===== config.mk =====
export PLATFORM = sky130hd
export DESIGN_NAME = i2c_target_regport
export DESIGN_NICKNAME = d
export VERILOG_FILES = /design/src/rtl/i2c_target_regport.sv
export SDC_FILE = /design/constraint.sdc
export NUM_CORES = 1
export LEC_CHECK = 0
export CAP_MARGIN = 20
export CORE_MARGIN = 10
export CORE_UTILIZATION = 45
export DETAILED_ROUTE_END_ITERATION = 7
export GPL_TIMING_DRIVEN = 1
export PLACE_DENSITY = 0.8
export SETUP_SLACK_MARGIN = 0.5
export SYNTH_ARGS = -nofsm -noshare
export SYNTH_HDL_FRONTEND = slang
export SYNTH_SLANG_ARGS = --single-unit

===== constraint.sdc =====
create_clock -name clk -period 2.2 [get_ports clk]
set_clock_uncertainty 0.05 [all_clocks]
set_input_delay 0.44 -clock clk [delete_from_list [all_inputs] [get_ports clk]]
set_output_delay 0.44 -clock clk [all_outputs]
set_load 0.05 [all_outputs]

===== src/rtl/i2c_target_regport.sv =====
// I2C target bridging the bus to a byte-wide register port with pointer auto-increment.
// Latency: pin edge to FSM action SYNC_STAGES+FILTER_LEN+1 clk; reg_re/shifter load 1 clk after scl fall.
// Backpressure: none; no clock stretching, reg_rdata must be valid combinationally while reg_re is high.
module i2c_target_regport #(
  parameter logic [6:0] I2C_ADDR    = 7'h70,
  parameter int         NUM_REGS    = 12,
  parameter int         PTR_W       = 4,
  parameter int         SYNC_STAGES = 2,
  parameter int         FILTER_LEN  = 3,
  parameter int         WRAP        = 1
) (
  input  logic             clk,
  input  logic             rst,
  input  logic             scl_in,
  input  logic             sda_in,
  output logic             sda_out,
  output logic             sda_oe,
  output logic             reg_we,
  output logic [PTR_W-1:0] reg_waddr,
  output logic [7:0]       reg_wdata,
  output logic             reg_re,
  output logic [PTR_W-1:0] reg_raddr,
  input  logic [7:0]       reg_rdata,
  output logic             busy
);

  localparam int               CNT_W = (FILTER_LEN > 1) ? $clog2(FILTER_LEN) : 1;
  localparam logic [PTR_W-1:0] LAST  = PTR_W'(NUM_REGS - 1);

  typedef enum logic [3:0] {
    IDLE, ADDR, ADDR_ACK, SUB, SUB_ACK, WDATA, WDATA_ACK, RDATA, RACK, WAIT_STOP
  } state_t;

  // index 0 = scl, index 1 = sda
  logic [SYNC_STAGES-1:0] scl_sync, sda_sync;
  logic [1:0]             raw, filt, filt_d;
  logic [CNT_W-1:0]       cnt [2];

  state_t           state, state_n;
  logic [3:0]       bit_cnt, bit_cnt_n;
  logic [7:0]       shreg, shreg_n, byte_in, rd_byte;
  logic [PTR_W-1:0] ptr, ptr_n, ptr_inc, waddr_n;
  logic [7:0]       wdata_n;
  logic             past_end, past_end_n, past_inc;
  logic             sda_oe_n, busy_n, we_n, ld, ld_n, rw, rw_n;
  logic             scl_f, sda_f, scl_rise, scl_fall, start_c, stop_c;

  assign sda_out   = 1'b0;
  assign reg_raddr = ptr;
  assign reg_re    = ld & ~past_end;
  assign rd_byte   = past_end ? 8'hFF : reg_rdata;

  // input synchronisers
  always_ff @(posedge clk) begin
    if (rst) begin
      scl_sync <= '1;
      sda_sync <= '1;
    end else begin
      scl_sync <= {scl_sync[SYNC_STAGES-2:0], scl_in};
      sda_sync <= {sda_sync[SYNC_STAGES-2:0], sda_in};
    end
  end

  assign raw = {sda_sync[SYNC_STAGES-1], scl_sync[SYNC_STAGES-1]};

  // glitch filter: a new level is accepted only after FILTER_LEN consecutive equal samples
  always_ff @(posedge clk) begin
    if (rst) begin
      filt   <= '1;
      filt_d <= '1;
      cnt[0] <= '0;
      cnt[1] <= '0;
    end else begin
      filt_d <= filt;
      for (int i = 0; i < 2; i++) begin
        if (raw[i] == filt[i]) begin
          cnt[i] <= '0;
        end else if (cnt[i] == CNT_W'(FILTER_LEN - 1)) begin
          filt[i] <= raw[i];
          cnt[i]  <= '0;
        end else begin
          cnt[i] <= cnt[i] + CNT_W'(1);
        end
      end
    end
  end

  assign scl_f    = filt[0];
  assign sda_f    = filt[1];
  assign scl_rise = filt[0] & ~filt_d[0];
  assign scl_fall = ~filt[0] & filt_d[0];
  assign start_c  = ~filt[1] & filt_d[1] & scl_f;
  assign stop_c   = filt[1] & ~filt_d[1] & scl_f;
  assign byte_in  = {shreg[6:0], sda_f};

  // pointer increment: wrap to 0, or park on the last register with the past-end flag set
  always_comb begin
    ptr_inc  = ptr;
    past_inc = past_end;
    if (!past_end) begin
      if (ptr == LAST) begin
        if (WRAP != 0) ptr_inc  = '0;
        else           past_inc = 1'b1;
      end else begin
        ptr_inc = ptr + PTR_W'(1);
      end
    end
  end

  // FSM and datapath state register
  always_ff @(posedge clk) begin
    if (rst) begin
      state     <= IDLE;
      bit_cnt   <= '0;
      shreg     <= '0;
      ptr       <= '0;
      past_end  <= 1'b0;
      sda_oe    <= 1'b0;
      busy      <= 1'b0;
      reg_we    <= 1'b0;
      reg_waddr <= '0;
      reg_wdata <= '0;
      ld        <= 1'b0;
      rw        <= 1'b0;
    end else begin
      state     <= state_n;
      bit_cnt   <= bit_cnt_n;
      shreg     <= shreg_n;
      ptr       <= ptr_n;
      past_end  <= past_end_n;
      sda_oe    <= sda_oe_n;
      busy      <= busy_n;
      reg_we    <= we_n;
      reg_waddr <= waddr_n;
      reg_wdata <= wdata_n;
      ld        <= ld_n;
      rw        <= rw_n;
    end
  end

  // next-state logic; START beats STOP beats everything else, ld loads the read shifter
  always_comb begin
    state_n    = state;
    bit_cnt_n  = bit_cnt;
    shreg_n    = shreg;
    ptr_n      = ptr;
    past_end_n = past_end;
    sda_oe_n   = sda_oe;
    busy_n     = busy;
    we_n       = 1'b0;
    waddr_n    = reg_waddr;
    wdata_n    = reg_wdata;
    ld_n       = 1'b0;
    rw_n       = rw;
    if (start_c) begin
      state_n   = ADDR;
      bit_cnt_n = '0;
      sda_oe_n  = 1'b0;
      busy_n    = 1'b0;
    end else if (stop_c) begin
      state_n   = IDLE;
      bit_cnt_n = '0;
      sda_oe_n  = 1'b0;
      busy_n    = 1'b0;
    end else if (ld) begin
      shreg_n  = rd_byte;
      sda_oe_n = ~rd_byte[7];
    end else begin
      case (state)
        ADDR, SUB, WDATA: begin
          if (scl_rise) begin
            shreg_n   = byte_in;
            bit_cnt_n = bit_cnt + 4'd1;
            if (bit_cnt == 4'd7) begin
              bit_cnt_n = 4'd8;
              if (state == ADDR) begin
                if (byte_in[7:1] == I2C_ADDR) begin
                  state_n = ADDR_ACK;
                  rw_n    = byte_in[0];
                end else begin
                  state_n = WAIT_STOP;
                end
              end else if (state == SUB) begin
                if (32'(byte_in) >= NUM_REGS) begin
                  state_n = WAIT_STOP;
                end else begin
                  state_n    = SUB_ACK;
                  ptr_n      = byte_in[PTR_W-1:0];
                  past_end_n = 1'b0;
                end
              end else if (past_end) begin
                state_n = WAIT_STOP;
              end else begin
                state_n    = WDATA_ACK;
                we_n       = 1'b1;
                waddr_n    = ptr;
                wdata_n    = byte_in;
                ptr_n      = ptr_inc;
                past_end_n = past_inc;
              end
            end
          end
        end
        ADDR_ACK, SUB_ACK, WDATA_ACK: begin
          if (scl_fall) begin
            if (bit_cnt == 4'd8) begin
              sda_oe_n  = 1'b1;
              bit_cnt_n = 4'd9;
              if (state == ADDR_ACK) busy_n = 1'b1;
            end else begin
              bit_cnt_n = '0;
              if (state == ADDR_ACK && rw) begin
                state_n = RDATA;
                ld_n    = 1'b1;
              end else begin
                state_n  = WDATA;
                sda_oe_n = 1'b0;
                if (state == ADDR_ACK) state_n = SUB;
              end
            end
          end
        end
        RDATA: begin
          if (scl_rise) begin
            bit_cnt_n = bit_cnt + 4'd1;
          end else if (scl_fall) begin
            if (bit_cnt == 4'd8) begin
              state_n   = RACK;
              sda_oe_n  = 1'b0;
              bit_cnt_n = '0;
            end else if (bit_cnt != 4'd0) begin
              shreg_n  = {shreg[6:0], 1'b0};
              sda_oe_n = ~shreg[6];
            end
          end
        end
        RACK: begin
          if (scl_rise) begin
            shreg_n[0] = sda_f;
            bit_cnt_n  = 4'd1;
          end else if (scl_fall && bit_cnt == 4'd1) begin
            bit_cnt_n = '0;
            if (!shreg[0]) begin
              state_n    = RDATA;
              ptr_n      = ptr_inc;
              past_end_n = past_inc;
              ld_n       = 1'b1;
            end else begin
              state_n = WAIT_STOP;
            end
          end
        end
        default: ;
      endcase
    end
  end

endmodule

==> Yosys cells after proc, flatten, opt, wreduce, memory -nomap -nowiden <==
Memories as Yosys holds them, arrays and structs flattened.
Cells that the tools add are included.
{ "word_totals": {"ff_bits": 45, "ram_bits": 4, "input_bits": 12, "output_inout_bits": 21, "elab_cells": 245, "memories": 1} }
{ "memory_table": {"columns": ["name", "words", "word_bits", "rd", "rd_clocked_by_memory_dff", "wr", "line_no", "source"], "rows": [
  ["cnt", 2, 2, 2, 0, 2, "37", "logic [CNT_W-1:0] cnt [2];"]
]} }
{ "op_classes": {"add_sub_neg": 4, "n_lt_le_gt_ge": 1, "eq_ne": 52, "muxes": 111, "bitwise": 30, "n_reduce_logical": 27} }
{ "ops": {"columns": ["op", "count"], "rows": [
  ["4-bit 2-to-1 mux", 35],
  ["1-bit 2-to-1 mux", 53],
  ["4-bit != test (second input constant)", 11],
  ["7-bit 2-to-1 mux", 6],
  ["3-bit != test (second input constant)", 12],
  ["11-bit AND reduction", 3],
  ["4-bit case mux with 4 select lines", 2],
  ["2-bit != test (second input constant)", 11],
  ["4-bit by 3-bit equality test with 1-bit output (second input constant)", 5],
  ["9-bit AND reduction", 2],
  ["1-bit inverter", 17],
  ["8-bit AND reduction", 2],
  ["4-bit equality test (second input constant)", 3],
  ["2-bit 2-to-1 mux", 6],
  ["6-bit case mux with 2 select lines", 1],
  ["12-bit AND reduction", 1],
  ["4-bit nonzero test", 3],
  ["3-bit OR reduction", 3],
  ["9-bit OR reduction", 1],
  ["4-bit by 1-bit adder with 4-bit output (second input constant)", 2],
  ["4-bit by 1-bit equality test with 1-bit output (second input constant)", 2],
  ["4-bit by 2-bit equality test with 1-bit output (second input constant)", 2],
  ["8-bit by 4-bit greater-or-equal comparator with 1-bit output (second input constant)", 1],
  ["8-bit 2-to-1 mux", 1],
  ["20 further kinds", 40]
]} }

==> Logic depth before layout (Yosys ltp) <==
Gate-level depths: netlist of the first run.
{ "logic_depth": {"word_depth": 10, "ltp_mapped": 9} }

==> Least setup slack after synthesis of the first run <==
No wires, ideal clock.
{ "synth_timing": {"kind": "register to register", "from": "register filt[0]", "to": "register ptr[3] (netlist: reg_raddr[3])", "setup_ns": 0.129, "t_arrival_ns": 1.995, "t_required_ns": 2.021, "setup_slack_ns": 0.026, "path_stages_with_launch": 8, "path_buffers": 1, "path_cell_list": "dfxtp_1 -> ha_1 -> buf_2 -> nor2b_1 -> a31oi_2 -> or4b_1 -> a2111oi_1 -> nor3_1"} }
{ "synth_between": {"elab_chain_cells": 5, "elab_cells_between_ends": 12, "cone_classes": "eq/ne (3); bitwise (7); reduce/logical (2)"} }
{ "synth_lines": {"columns": ["item", "line_no", "source"], "rows": [
  ["from (decl)", "36", "logic [1:0] raw, filt, filt_d;"],
  ["from (signal, indexed assignment)", "79", "filt[i] <= raw[i];"],
  ["1-bit inverter", "91", "assign scl_fall = ~filt[0] & filt_d[0];"],
  ["1-bit AND", "91", null],
  ["1-bit logical AND", "241", "end else if (scl_fall && bit_cnt == 4'd1) begin"],
  ["2-bit != test (no line)", null, null],
  ["12-bit AND reduction (no line) (*)", null, null],
  ["to (signal assigned)", "129", "ptr <= ptr_n;"],
  ["to (decl)", "42", "logic [PTR_W-1:0] ptr, ptr_n, ptr_inc, waddr_n;"]
]} }
Mark *: on every way between the ends. The rest lies on a longest branch, timed or not.
A chain may end at the register's enable or synchronous reset.

==> Worst setup path in the final report of the first run <==
{ "layout_timing": {"from": "register state[0]", "to": "register state[0]"} }
{ "layout_between": {"elab_chain_cells": 9, "elab_cells_between_ends": 33, "cone_classes": "eq/ne (17); mux (11); reduce/logical (5)"} }
{ "layout_lines": {"columns": ["item", "line_no", "source"], "rows": [
  ["from (decl)", "39", "state_t state, state_n;"],
  ["from (signal assigned)", "126", "state <= state_n;"],
  ["4-bit by 2-bit equality test with 1-bit output, on equally long branches", "169, 183, 212", null],
  ["4-bit 2-to-1 mux or 1-bit logical AND (tied branches)", "183, 212", null],
  ["4-bit 2-to-1 mux or 3-bit 2-to-1 mux (tied branches)", "176, 212", null],
  ["4-bit 2-to-1 mux, on equally long branches", "174, 206", null],
  ["4-bit 2-to-1 mux, on equally long branches", "171, 205", null],
  ["4-bit case mux with 4 select lines", "169", "case (state)"],
  ["1-bit 2-to-1 mux", "165", "end else if (ld) begin"],
  ["1-bit 2-to-1 mux", "160", "end else if (stop_c) begin"],
  ["1-bit 2-to-1 mux", "155", "if (start_c) begin"]
]} }
Several ways; a longest one is shown, not always the timed one. The select of a mux whose other input is x is not followed.

==> flow_metrics.py, run 1 <==
metrics = {
    "floorplan": {
        "io-pin-count": 33,
        "die_area_mm2": 0.00962,
        "die_width_um": 98.1,
        "initial_utilization_pct": 46.3,
        "die_h_um": 98.1,
        "core.rowCount": 28,
        "placeable_area_mm2": 0.00592,
    },
    "synth": {
        "synthesis.instances": 327,
        "ys_top_cells_by_area": "dfxtp_1, nand2_1, a21oi_1",
        "synthDistinctLibCells": 67,
        "postSynthAreaPerCell_um2": 8.39,
        "yosys_most_used_dff": "dfxtp_1",
        "post-synth-top-area-fraction_pct": 32.1,
        "synthDominantAreaCellType": "dfxtp_1",
        "synthesis.yosys.warnings": 0,
        "synthArstFlopShare_pct": 0,
        "synth_edf_count": 4,
        "flip_flop_and_latch_count_after_synthesis": 48,
        "synth_area_mm2": 0.00274,
        "sequential_area_share_after_synthesis_pct": 36.5,
    },
    "grt": {
        "grt_antenna_before_repair": 0,
        "grt_remaining_overflow": 0,
        "global_route.usage.total_pct": 17.0,
        "grt_first_pass_wirelength_um": 13800,
        "first_global_vias": 2823,
        "grt_start_max_net_pins": 22,
    },
    "routing": {
        "drt-total-wl_um": 9070,
        "detailed_routing_iterations_pass_1": 5,
        "avgRoutedWirePerCell_um": 19.4,
        "route.detailed.drc": 0,
        "postRouteAntennaNets": 0,
        "drtIter0Drc": 235,
        "viasPerCell": 6.23,
        "vias": 2915,
    },
    "finish": {
        "insertedDiodeCount": 0,
        "layout-drive-gt1-share_pct": 34.1,
        "layout.nets": 412,
        "leading_cell_types_in_the_layout_fill_and_taps_excluded": "nand2_1, buf_4, dfxtp_1",
        "area_growth_syn_to_layout_pct": 41.7,
        "layout.cell_area.non_filler_mm2": 0.00389,
    },
    "sta": {
        "min_period_over_period_pct": 91.6,
        "final_max_tran_viols": 0,
        "setup_violations": 0,
        "hold_violations": 0,
        "totalNegativeSetupSlack_ns": 0,
        "fmaxAchievable_ghz": 0.496,
        "worst_slack_setup_final_ns": 0.185,
        "min_period_ns": 2.01,
        "grt_setup_unrepaired": "true",
    },
    "pwr": {
        "power_switching_share_pct": 42.8,
        "logic_gate_share_of_total_power_pct": 54.1,
        "total_switching_power_w": 0.00162,
        "internal_power_w": 0.00217,
        "clockPowerShare_pct": 17.0,
        "p_seq_share_pct": 28.9,
        "peakVddDrop_mv": 0.675,
        "power.leakage_nw": 1.42,
        "pwr_density_mw_per_mm2": 974,
    },
    "worst_setup_path": {
        "crit_fanout": 6,
        "timing.critical_path.arrival_ns": 2.19,
        "critical_path.startpoint_type": "flip-flop",
        "crit_type": "reg2reg",
        "cp-end-kind": "flip-flop",
        "required_ns": 2.37,
    },
    "clock_tree": {
        "holdBufCountCts": 0,
        "clockBufferDepth": 2,
        "tritoncts": "done",
        "cts-htree-levels": 2,
        "clock_latency_ns": 0.32,
        "path_clk_slew_ns": 0.10,
        "cts_sinks": 48,
        "clockRootBuffer": "clkbuf_8",
        "cts_inserted_buffers": 5,
    },
    "place": {
        "dpl_worst_slack_ns": 0.0730,
        "place.gp.congestion": 1.03,
        "placement.cell_area_mm2": 0.00330,
        "io_buffer_count": 31,
        "place.detailed.hpwl_um": 5680,
    },
    "worst_hold_path": {
        "min_path_type": "reg2reg",
    },
    "flow_run": {
        "maxCapViolations": 0,
    },
    "run_status": {
        "status": "completed",
    },
}
[cell type report]
class,count,area [µm²]
Multi-Input combinational cell,246,1920
Timing Repair Buffer,77,669
Inverter,14,55.1
Tap cell,75,93.8
Fill cell,460,2030
Sequential cell,48,1030
Clock inverter,2,20.0
Clock buffer,6,93.8
[metrics by stage]
stage	hold WS, ns	power, W	utilization (%)	cells
3_3_place_gp	0.341	0.00250	55.7	434
6_report	0.376	0.00379	65.6	468
2_1_floorplan	0.339	0.00216	-	330
3_5_place_dp	0.354	0.00252	55.7	434
5_1_grt	0.417	0.00396	65.6	468
4_1_cts	0.380	0.00353	63.2	459
[layer usage]
metal	GRT usage (%)	part of all wire [%]
met5	0	0
met4	9.40	4.0
met3	4.09	7.6
met2	27.8	50
met1	19.8	39
[critical path: stages (launching register included)]
cell and delay, ns:
dfxtp_4 0.38, or4b_4 0.61, a31oi_4 0.30, nor4_4 0.12, a2111o_1 0.39, o31ai_1 0.08
[power by group through the flow]
stage          Sequential (W)  Clock (W)  Combinational (W)
6_report              0.00109   0.000645            0.00205
3_3_place_gp          0.00109          0            0.00141
2_1_floorplan         0.00111          0            0.00105
3_5_place_dp          0.00109          0            0.00143
4_1_cts               0.00107   0.000655            0.00181
5_1_grt               0.00111   0.000693            0.00216
[cells by family after synthesis]
family,count (synthesis),share of synthesized area [%]
AOI/OAI and AO/OA,92,23.8
xor gates and xnor gates,4,1.28
adders and majority gates,8,3.65
buffers and inverters,37,6.07
DFF,48,36.5
muxes,10,3.65
other,2,0.274
and+or+nand+nor,126,24.8
[registers in the layout (all words and copies together), names as in the netlist, 4 cells and up]
| signal | flops |
|---|---|
| reg_raddr | 4 |
| reg_waddr | 4 |
| reg_wdata | 8 |
| bit_cnt | 4 |
| cnt | 4 |
| shreg | 7 |
| state | 4 |
[what timing repair did]
| item | 4_1_cts | 5_1_grt |
|---|---|---|
| endpoints found under the setup margin | 53 | 50 |
| pin swaps | 28 | 12 |
| setup buffers | 17 | 8 |
| cloned | 0 | 1 |
| endpoints found under the hold margin | 0 | 0 |
| gates resized for setup | 78 | 42 |
[synth_stat cells (all sizes together), types with 5 or more instances]
cell type	count
and3	6
nor3	6
clkbuf	13
inv	14
ha	8
nand2	39
buf	10
mux2i	10
a311oi	5
or3	6
or2	6
dfxtp	44
a21oi	26
a211oi	12
nor2	24
a31oi	7
nand3	7
o21ai	14
[final timing paths]
path	startpoint	end	slack [ns]	depth (start not counted)
worst min-delay path	sda_sync[0]	sda_sync[1]	0.38	1
worst min register to register	sda_sync[0]	sda_sync[1]	0.38	1
worst max-delay path	state[0]	state[0]	0.19	5
worst max register to register	state[0]	state[0]	0.19	5
Power figures use the tool's default switching activity.
==> run 2, diff against run 1 <==
--- a/config.mk
+++ b/config.mk
@@ -6,11 +6,13 @@
 export NUM_CORES = 1
 export LEC_CHECK = 0
 export CAP_MARGIN = 20
+export CELL_PAD_IN_SITES_DETAIL_PLACEMENT = 0
+export CELL_PAD_IN_SITES_GLOBAL_PLACEMENT = 1
 export CORE_MARGIN = 10
-export CORE_UTILIZATION = 45
+export CORE_UTILIZATION = 38
 export DETAILED_ROUTE_END_ITERATION = 7
 export GPL_TIMING_DRIVEN = 1
-export PLACE_DENSITY = 0.8
+export PLACE_DENSITY = 0.87
 export SETUP_SLACK_MARGIN = 0.5
 export SYNTH_ARGS = -nofsm -noshare
 export SYNTH_HDL_FRONTEND = slang
==> run 2 against run 1 <==
  * Sequential share of layout area is 0.22 points higher
  * Highest routed layer unchanged
  * Cell area is 0.93% lower
  * Die area is 15% higher
  * Count of clock-buffer cells in the layout stayed put
  * Via count is 3.0% lower
  * Critical endpoint unchanged
  * Power is 5.3% lower
  * Sequential cell count stayed put
  * Register-to-register slack better by 0.03 ns
  * Worst hold slack worse by 0.013 ns
==> flow_metrics.py, run 2 (same netlist as run 1, synthesis figures left out) <==
metrics = {
    "routing": {
        "drt-total-wl_um": 8580,
        "drtIter0Drc": 284,
        "postRouteAntennaNets": 0,
        "avgRoutedWirePerCell_um": 17.8,
        "route.detailed.drc": 0,
        "viasPerCell": 5.88,
        "detailed_routing_iterations_pass_1": 7,
        "vias": 2829,
    },
    "grt": {
        "grt_antenna_before_repair": 0,
        "global_route.usage.total_pct": 14.8,
        "grt_remaining_overflow": 0,
        "grt_start_max_net_pins": 36,
        "first_global_vias": 2723,
        "grt_first_pass_wirelength_um": 13800,
    },
    "pwr": {
        "total_switching_power_w": 0.00145,
        "internal_power_w": 0.00214,
        "peakVddDrop_mv": 0.545,
        "logic_gate_share_of_total_power_pct": 50.1,
        "post-layout-total-power_w": 0.00358,
        "power.leakage_nw": 1.38,
        "power_switching_share_pct": 40.4,
        "p_seq_share_pct": 30.6,
        "pwr_density_mw_per_mm2": 931,
        "clockPowerShare_pct": 19.3,
    },
    "run_status": {
        "status": "completed",
    },
    "sta": {
        "min_period_over_period_pct": 90.2,
        "totalNegativeSetupSlack_ns": 0,
        "setup_violations": 0,
        "fmaxAchievable_ghz": 0.504,
        "hold_violations": 0,
        "max_slew.worst_pin.slew_ns": 0.526,
        "final_max_tran_viols": 0,
        "grt_setup_unrepaired": "true",
        "max_slew_headroom_at_the_worst_pin_pct": 64.5,
        "min_period_ns": 1.99,
    },
    "worst_setup_path": {
        "cpLargestDelayFamily": "simple AND/OR/NAND/NOR gates",
        "crit_type": "reg2reg",
        "timing.reg2reg.worst_path_depth": 5,
        "worst-r2r-setup-slack_ns": 0.21,
        "crit_chain": "or4b_4, a31oi_4, nor4_4, a2111o_1, o31ai_1",
        "cp.buffers_inverters": 0,
        "critical_path.reg2reg.endpoint": "state[0]",
        "cp_slowest_cell": "or4b_4",
        "required_ns": 2.37,
        "critical_path.startpoint_type": "flip-flop",
        "worst_r2r_startpoint": "state[1]",
        "timing.critical_path.slowest_cell_delay_ns": 0.63,
        "timing.critical_path.arrival_ns": 2.16,
        "crit_fanout": 6,
        "cp-end-kind": "flip-flop",
    },
    "clock_tree": {
        "clockRootBuffer": "clkbuf_8",
        "cts_sinks": 48,
        "cts-htree-levels": 2,
        "path_clk_slew_ns": 0.09,
        "cts_inserted_buffers": 5,
        "clockBufferDepth": 2,
        "clock_latency_ns": 0.31,
        "tritoncts": "done",
    },
    "floorplan": {
        "die_width_um": 105,
        "die_area_mm2": 0.0110,
        "placeable_area_mm2": 0.00691,
        "initial_utilization_pct": 39.7,
        "die_h_um": 105,
        "io-pin-count": 33,
        "core.rowCount": 30,
    },
    "finish": {
        "max_flop_register": "reg_wdata",
        "layout-drive-gt1-share_pct": 34.5,
        "insertedDiodeCount": 0,
        "layout.nets": 404,
        "seqCellArea_mm2": 0.00103,
        "leading_cell_types_in_the_layout_fill_and_taps_excluded": "nand2_1, dfxtp_1, buf_4",
        "biggestRegsByFlops": "reg_wdata (8), shreg (7)",
        "final.fill_count": 614,
        "largest_register_ffs": 8,
        "area_growth_syn_to_layout_pct": 40.4,
        "combined_area_of_the_multi_input_logic_cells_mm2": 0.00194,
    },
    "worst_hold_path": {
        "worstHoldEndpoint": "scl_sync[1]",
        "worst_hold_startpoint": "scl_sync[0]",
        "min_path_type": "reg2reg",
        "worst_hold_path.num_cells": 1,
    },
    "place": {
        "place.gp.congestion": 0.909,
        "place.detailed.hpwl_um": 5460,
        "io_buffer_count": 31,
    },
    "flow_run": {
        "maxCapViolations": 0,
    },
}
[run 2: cell types whose count changed in the layout (fill, tap and decap cells not counted), moves of 5 or more]
cell,change
nand2_2,+5
nand2_1,-5
a21oi_1,-5
a21oi_2,+5
buf_4,-10
[run 2: layer usage]
metal  GRT usage, %  share of wire [%]
met5              0                  0
met4           6.47                3.2
met3           3.13                8.5
met2           23.9                 48
met1           18.4                 40
[run 2: per-stage QoR]
step	hold slack, ns	instance area, µm²	std cells	worst slack (ns)	utilization (%)
CTS	0.366	3710	477	0.232	53.7
detailed placement	0.344	3350	456	0.0504	48.5
global route	0.372	3850	481	0.145	55.7
floorplan	0.339	2890	330	0.271	-
finish	0.363	3850	481	0.215	55.7
global placement	0.342	3350	456	0.110	48.5
[run 2: repair_timing]
action | CTS | global route
buffers inserted | 10 | 4
pin swaps | 21 | 23
cloned | 3 | 0
hold buffers | 0 | 0
setup endpoints to repair | 54 | 53
resized for setup | 64 | 58
[run 2: final cells by class]
class / count / share of cell area, %
multi-input cells: 248 / 50.5
clock inverters: 2 / 1.01
well taps: 96 / 3.12
inverters: 14 / 1.43
clock buffers: 6 / 2.14
repair buffers: 67 / 15.1
flip-flops and latches: 48 / 26.7
[run 2: worst max-delay path by stage]
stage               startpoint            to  slack, ns  depth (start not counted)
finish                state[1]      state[0]       0.21                          5
global route         filt_d[0]  reg_raddr[3]       0.14                          8
CTS                  filt_d[0]  reg_raddr[3]       0.23                          8
detailed placement  bit_cnt[0]      state[2]       0.05                          6
global placement    bit_cnt[0]      state[2]       0.11                          6
floorplan             state[1]    bit_cnt[3]       0.27                          6
[run 2: power by group through the flow]
stage                     Clock (W)  Combinational, W  Sequential [W]
after floorplan                   0           0.00105         0.00111
after global placement            0           0.00144         0.00109
after detailed placement          0           0.00145         0.00109
after CTS                  0.000701           0.00167         0.00108
after global routing       0.000737           0.00191         0.00111
final                      0.000691           0.00180         0.00110
